$ cat config.mk
export PLATFORM = sky130hd
export DESIGN_NAME = pulse_stretcher
export DESIGN_NICKNAME = d
export VERILOG_FILES = /design/src/rtl/pulse_stretcher.sv
export SDC_FILE = /design/constraint.sdc
export NUM_CORES = 1
export LEC_CHECK = 0
export BUFFER_PORTS_ARGS = -buffer_cell sky130_fd_sc_hd__buf_2
export CORE_MARGIN = 2
export CORE_UTILIZATION = 61
export DETAILED_ROUTE_END_ITERATION = 10
export GPL_TIMING_DRIVEN = 0
export PLACE_DENSITY = 0.9
export SLEW_MARGIN = 40
export SYNTH_ARGS = -nofsm -noshare
export SYNTH_HDL_FRONTEND = slang
export SYNTH_SLANG_ARGS = --single-unit
export TNS_END_PERCENT = 10
$ cat constraint.sdc
create_clock -name clk -period 4.5 [get_ports clk]
set_input_delay 0.225 -clock clk [delete_from_list [all_inputs] [get_ports clk]]
set_output_delay 0.225 -clock clk [all_outputs]
set_load 0.005 [all_outputs]
$ cat src/rtl/pulse_stretcher.sv
`default_nettype none
// ============================================================================
// Module   : pulse_stretcher
// Purpose  : Turns one-cycle request pulses into fixed-width output pulses
//            (HIGH_CYCLES wide) separated by at least LOW_CYCLES low cycles.
//            One further request can wait in a pending slot; any request
//            beyond that is dropped and latched in a sticky overflow flag.
//            lvl toggles at the start of every output pulse.
// Ports    : clk      - clock, rising edge
//            clr_n    - asynchronous active-low reset
//            in       - request; every cycle sampled high is one request
//            ovf_clr  - synchronous clear of ovf (a same-cycle drop wins)
//            out      - stretched pulse (registered)
//            busy     - high while a pulse or its low gap is in progress
//            lvl      - toggle level, flips at each pulse start (registered)
//            ovf      - sticky dropped-request flag (registered)
// Options  : PULSE_STRETCHER_RETRIG_EN - when defined, a request arriving
//            during the high phase restarts the high count instead of
//            queueing, so the current pulse is extended.
// Revision : 1.0 - initial release
// ============================================================================
module pulse_stretcher #(
    parameter int HIGH_CYCLES = 4,
    parameter int LOW_CYCLES  = 2,
    parameter int CNT_W       = 8
) (
    input  logic clk,
    input  logic clr_n,
    input  logic in,
    input  logic ovf_clr,
    output logic out,
    output logic busy,
    output logic lvl,
    output logic ovf
);

`ifdef PULSE_STRETCHER_RETRIG_EN
    localparam bit RETRIG = 1'b1;
`else
    localparam bit RETRIG = 1'b0;
`endif

    localparam logic [CNT_W-1:0] H_LOAD = CNT_W'(HIGH_CYCLES - 1);
    // Only used when LOW_CYCLES > 0; the guard keeps the constant in range.
    localparam logic [CNT_W-1:0] L_LOAD = (LOW_CYCLES > 0) ? CNT_W'(LOW_CYCLES - 1) : '0;
    localparam logic [CNT_W-1:0] ONE    = CNT_W'(1);

    typedef enum logic [1:0] {
        S_IDLE = 2'd0,
        S_HIGH = 2'd1,
        S_GAP  = 2'd2
    } state_t;

    state_t           state, state_nxt;
    logic [CNT_W-1:0] cnt, cnt_nxt;
    logic             pend, pend_nxt;
    logic             lvl_nxt, ovf_nxt;
    logic             queue;    // request that goes through the pending slot
    logic             consume;  // pending request launches a pulse this cycle
    logic             drop;

    always_ff @(posedge clk or negedge clr_n) begin
        if (!clr_n) begin
            state <= S_IDLE;
            cnt   <= '0;
            pend  <= 1'b0;
            out   <= 1'b0;
            busy  <= 1'b0;
            lvl   <= 1'b0;
            ovf   <= 1'b0;
        end else begin
            state <= state_nxt;
            cnt   <= cnt_nxt;
            pend  <= pend_nxt;
            // Outputs are registered copies of the next state so they
            // change on the same edge as the state itself.
            out   <= (state_nxt == S_HIGH);
            busy  <= (state_nxt != S_IDLE);
            lvl   <= lvl_nxt;
            ovf   <= ovf_nxt;
        end
    end

    always_comb begin
        state_nxt = state;
        cnt_nxt   = cnt;
        lvl_nxt   = lvl;
        queue     = 1'b0;
        consume   = 1'b0;

        case (state)
            S_IDLE: begin
                if (in) begin
                    state_nxt = S_HIGH;
                    cnt_nxt   = H_LOAD;
                    lvl_nxt   = ~lvl;
                end
            end

            S_HIGH: begin
                if (RETRIG && in) begin
                    cnt_nxt = H_LOAD;
                end else begin
                    queue = in;
                    if (cnt != '0) begin
                        cnt_nxt = cnt - ONE;
                    end else if (LOW_CYCLES > 0) begin
                        state_nxt = S_GAP;
                        cnt_nxt   = L_LOAD;
                    end else if (pend) begin
                        // No gap configured: back-to-back pulse.
                        cnt_nxt = H_LOAD;
                        lvl_nxt = ~lvl;
                        consume = 1'b1;
                    end else begin
                        state_nxt = S_IDLE;
                    end
                end
            end

            S_GAP: begin
                queue = in;
                if (cnt != '0) begin
                    cnt_nxt = cnt - ONE;
                end else if (pend) begin
                    state_nxt = S_HIGH;
                    cnt_nxt   = H_LOAD;
                    lvl_nxt   = ~lvl;
                    consume   = 1'b1;
                end else begin
                    state_nxt = S_IDLE;
                end
            end

            default: begin
                state_nxt = S_IDLE;
                cnt_nxt   = '0;
            end
        endcase

        // A slot freed by consume in this cycle can take the new request,
        // so that case is a capture rather than a drop.
        drop     = queue & pend & ~consume;
        pend_nxt = (pend & ~consume) | queue;
        ovf_nxt  = drop | (ovf & ~ovf_clr);
    end

endmodule
`default_nettype wire

==> summary.md <==
| Metric | Value |
|---|---|
| Mapped Cells | 99 |
| Die Ht | 43.2 um |
| Clock Pin Slew Worst Setup and Hold Paths | 0.09 ns |
| Area of the multi-input gates | 527 um2 |
| Top Family by Delay on Critical Path | simple AND/OR/NAND/NOR gates |
| Critical Path RT | 4.69 ns |
| DRC viols | 0 |
| Synth Warn # | 0 |
| ANT cells | 0 |
| Worst-path fanout max | 9 |
| Seq pwr share | 62.4% |
| Slowest stage delay, CP | 0.46 ns |
| DP Area | 991 um2 |
| Row Count | 14 |
| Switching share of power | 21.8% |
| Clock buffer count from CTS | 3 |
| CP max stage cell | or3_2 |
| Clk root buf | clkbuf_4 |
| Leak | 0.467 nW |
| Most common cell after layout, fill and taps aside | dfrtp_1 |
| DR iter-0 viols | 7 |
| Post-route cell area | 1030 um2 |
| Crit path cell chain | inv_1, ha_1, nor2b_1, clkbuf_1, or3_2, o31ai_1 |
| Min Clock Period, post-route | 1.95 ns |
| CTS tree | built |
| Max IR drop VDD | 0.191 mV |
| Hold Crit Start | ovf_clr |
| Peak Freq | 512 MHz |
| Final period util | 43.4% |
| H-Tree Depth | 1 |
| Unrepaired setup endpoints after global routing | no |
| Worst clock skew | 0.00418 ns |
| Clk sink count | 15 |
| I/O pin count | 8 |
| Worst Slack Setup Final | 2.55 ns |
| Psw | 0.0477 mW |
| Die area | 1860 um2 |
| Final setup fails | 0 |
| Post-Syn Nets | 109 |
| Unique masters post-synth | 35 |
| Cell Pwr Density | 213 nW/um2 |
| ANT nets after route | 0 |
| Slew Limit Fails | 0 |
| Buffers and inverters on the worst path | 2 |
| Post-CTS Resized | 0 |
| Initial antenna violation count | 0 |
| Worst R2R Setup Slack | 2.55 ns |
| Port bufs | 7 |
| Die span in x | 43.2 um |
| Nets | 122 |
| Max cap viols | 0 |
| Drt wl/cell | 13.5 um |
| Slew margin rel. | 62.5% |
| First drt pass iteration count | 4 |
| Sequential Area | 375 um2 |
| Startpoint types | register |
| Launching point of the worst reg2reg path | state[0]$_DFF_PN0_ |
| Most frequent cells in the layout | 15 x dfrtp_1, 11 x o21ai_0, 8 x inv_1 |
| Critical path launch point | state[0]$_DFF_PN0_ |
| Pre-CTS WS | 2.57 ns |
| Synth Cell Area | 936 um2 |
| Worst min path class | input port to register |
| Depth of the most critical reg-to-reg path | 6 |
| Setup TNS | 0 ns |
| Tot GR Track Use | 21.5% |
| Status | completed |
| CORE AREA | 1470 um2 |
| Comb pwr share | 3.1% |
| Power Internal | 0.172 mW |
| Layout fillers | 126 |
| Critical Path AT | 2.15 ns |
| CP Capture Type | register |
| Via total after detailed routing | 758 |
| Vias in the first global route | 657 |
| GRT Residual Overflow | 0 |
| Final HPWL DP | 1.33 mm |
| Setup Buffers After CTS | 0 |
| Clock Power Share | 34.5% |
| Seq cells post-synth | 15 |
| Clk_lat worst skew | 0.29 ns |
| Hold_buf cts | 1 |
| Gpl congestion | 0.860 |
| First-pass GRT wire length | 2.86 mm |
| Hold depth | 2 |
| Sequential cell area fraction in the yosys report | 40.1% |
| Critical Path Stages | 6 |
| Final Hold Violating Endpoints | 0 |
| Worst Tran Pin Value | 0.561 ns |
| Vias per Instance | 5.97 |
| Synth Area per Inst | 9.45 um2 |
| Share of layout cells above drive strength 1 | 18.0% |
| Pwr Total | 0.219 mW |
| Final WL | 1.71 mm |
| Area Overhead vs Synth | 9.89% |
| Largest net degree at the start of global routing | 16 |
| Clk buf depth | 2 |
| Initial Utilization | 63.6% |
| Crit path kind | register to register |
## state kept, by name, indices dropped and copies added (netlist names)
| register | cells |
|---|---|
| cnt | 8 |
| out | 1 |
| ovf | 1 |
| lvl | 1 |
| pend | 1 |
| busy | 1 |
| state | 2 |
## cells by family (layout without fill, tap and decap cells)
logic type               Yosys count  count (layout)  synth area share, %
AND/OR/NAND/NOR                   35              35                 23.5
AO/OA/AOI/OAI                     32              32                 22.7
flip-flops                        15              15                 40.1
buffers and inverters              9              21                 3.61
adder cells (fa/ha/maj)            6               6                 8.02
XOR/XNOR                           1               1                0.936
multiplexers                       1               1                 1.07
## through the flow
stage               hold slack, ns  util [%]  cells
finish                       0.111      69.9    127
global route                 0.112      69.9    127
CTS                          0.108      69.9    127
detailed placement           0.143      67.3    122
global placement             0.139      67.3    122
floorplan                  -0.0706         -     99
## worst paths after layout
kind                                           end
worst min-delay path                 ovf$_DFF_PN0_
worst max-delay path            cnt[4]$_DFFE_PN0P_
max in group asynchronous       cnt[5]$_DFFE_PN0P_
min in group asynchronous       cnt[2]$_DFFE_PN0P_
worst min register to register     lvl$_DFFE_PN0P_
worst max register to register  cnt[4]$_DFFE_PN0P_
## metal layers
metal  track usage [%]  up-vias  wire, um
li1                  -      388         -
met3              2.55        7        41
met5                 0        -         0
met2              34.0       12       809
met4              13.9        0        51
met1              27.2      351       808
## Yosys cell counts, drive strengths merged
cell	instances	area share, %
mux2i	1	1.1
a221oi	1	1.6
o21ai	11	5.9
nand3	2	1.1
clkbuf	1	0.40
a22o	1	0.94
nand4	3	2.0
nand2b	3	2.0
a211oi	2	2.1
or4b	1	1.5
a31oi	3	2.0
nor4b	1	2.5
ha	6	8.0
inv	8	3.2
nand3b	1	0.80
a32o	1	1.1
o31ai	1	0.80
o221a	1	1.2
or3	3	2.1
nor2	7	2.8
a31o	1	0.94
xor2	1	0.94
o21bai	1	0.80
nor2b	3	2.0
a21oi	7	3.7
o211ai	1	0.80
o21a	1	0.80
dfrtp	15	40
nor4	1	0.67
nor3	4	3.3
nand2	6	2.7
## power by group through the flow
| stage | Sequential (mW) | Clock (mW) | Combinational [mW] |
|---|---|---|---|
| 3_3_place_gp | 0.139 | 0 | 0.00629 |
| 5_1_grt | 0.137 | 0.0820 | 0.00804 |
| 2_1_floorplan | 0.139 | 0 | 0.00120 |
| 3_5_place_dp | 0.139 | 0 | 0.00646 |
| 6_report | 0.137 | 0.0757 | 0.00682 |
| 4_1_cts | 0.137 | 0.0768 | 0.00707 |
## cell type report
class / count / area share [%]
plain buffers: 1 / 0.365
clock buffers: 3 / 2.19
clock inverters: 1 / 0.487
inverters: 8 / 2.92
multi-input cells: 75 / 51.2
flip-flops and latches: 15 / 36.5
well taps: 16 / 1.95
repair buffers: 8 / 4.38
(Power assumes the default switching activity.)
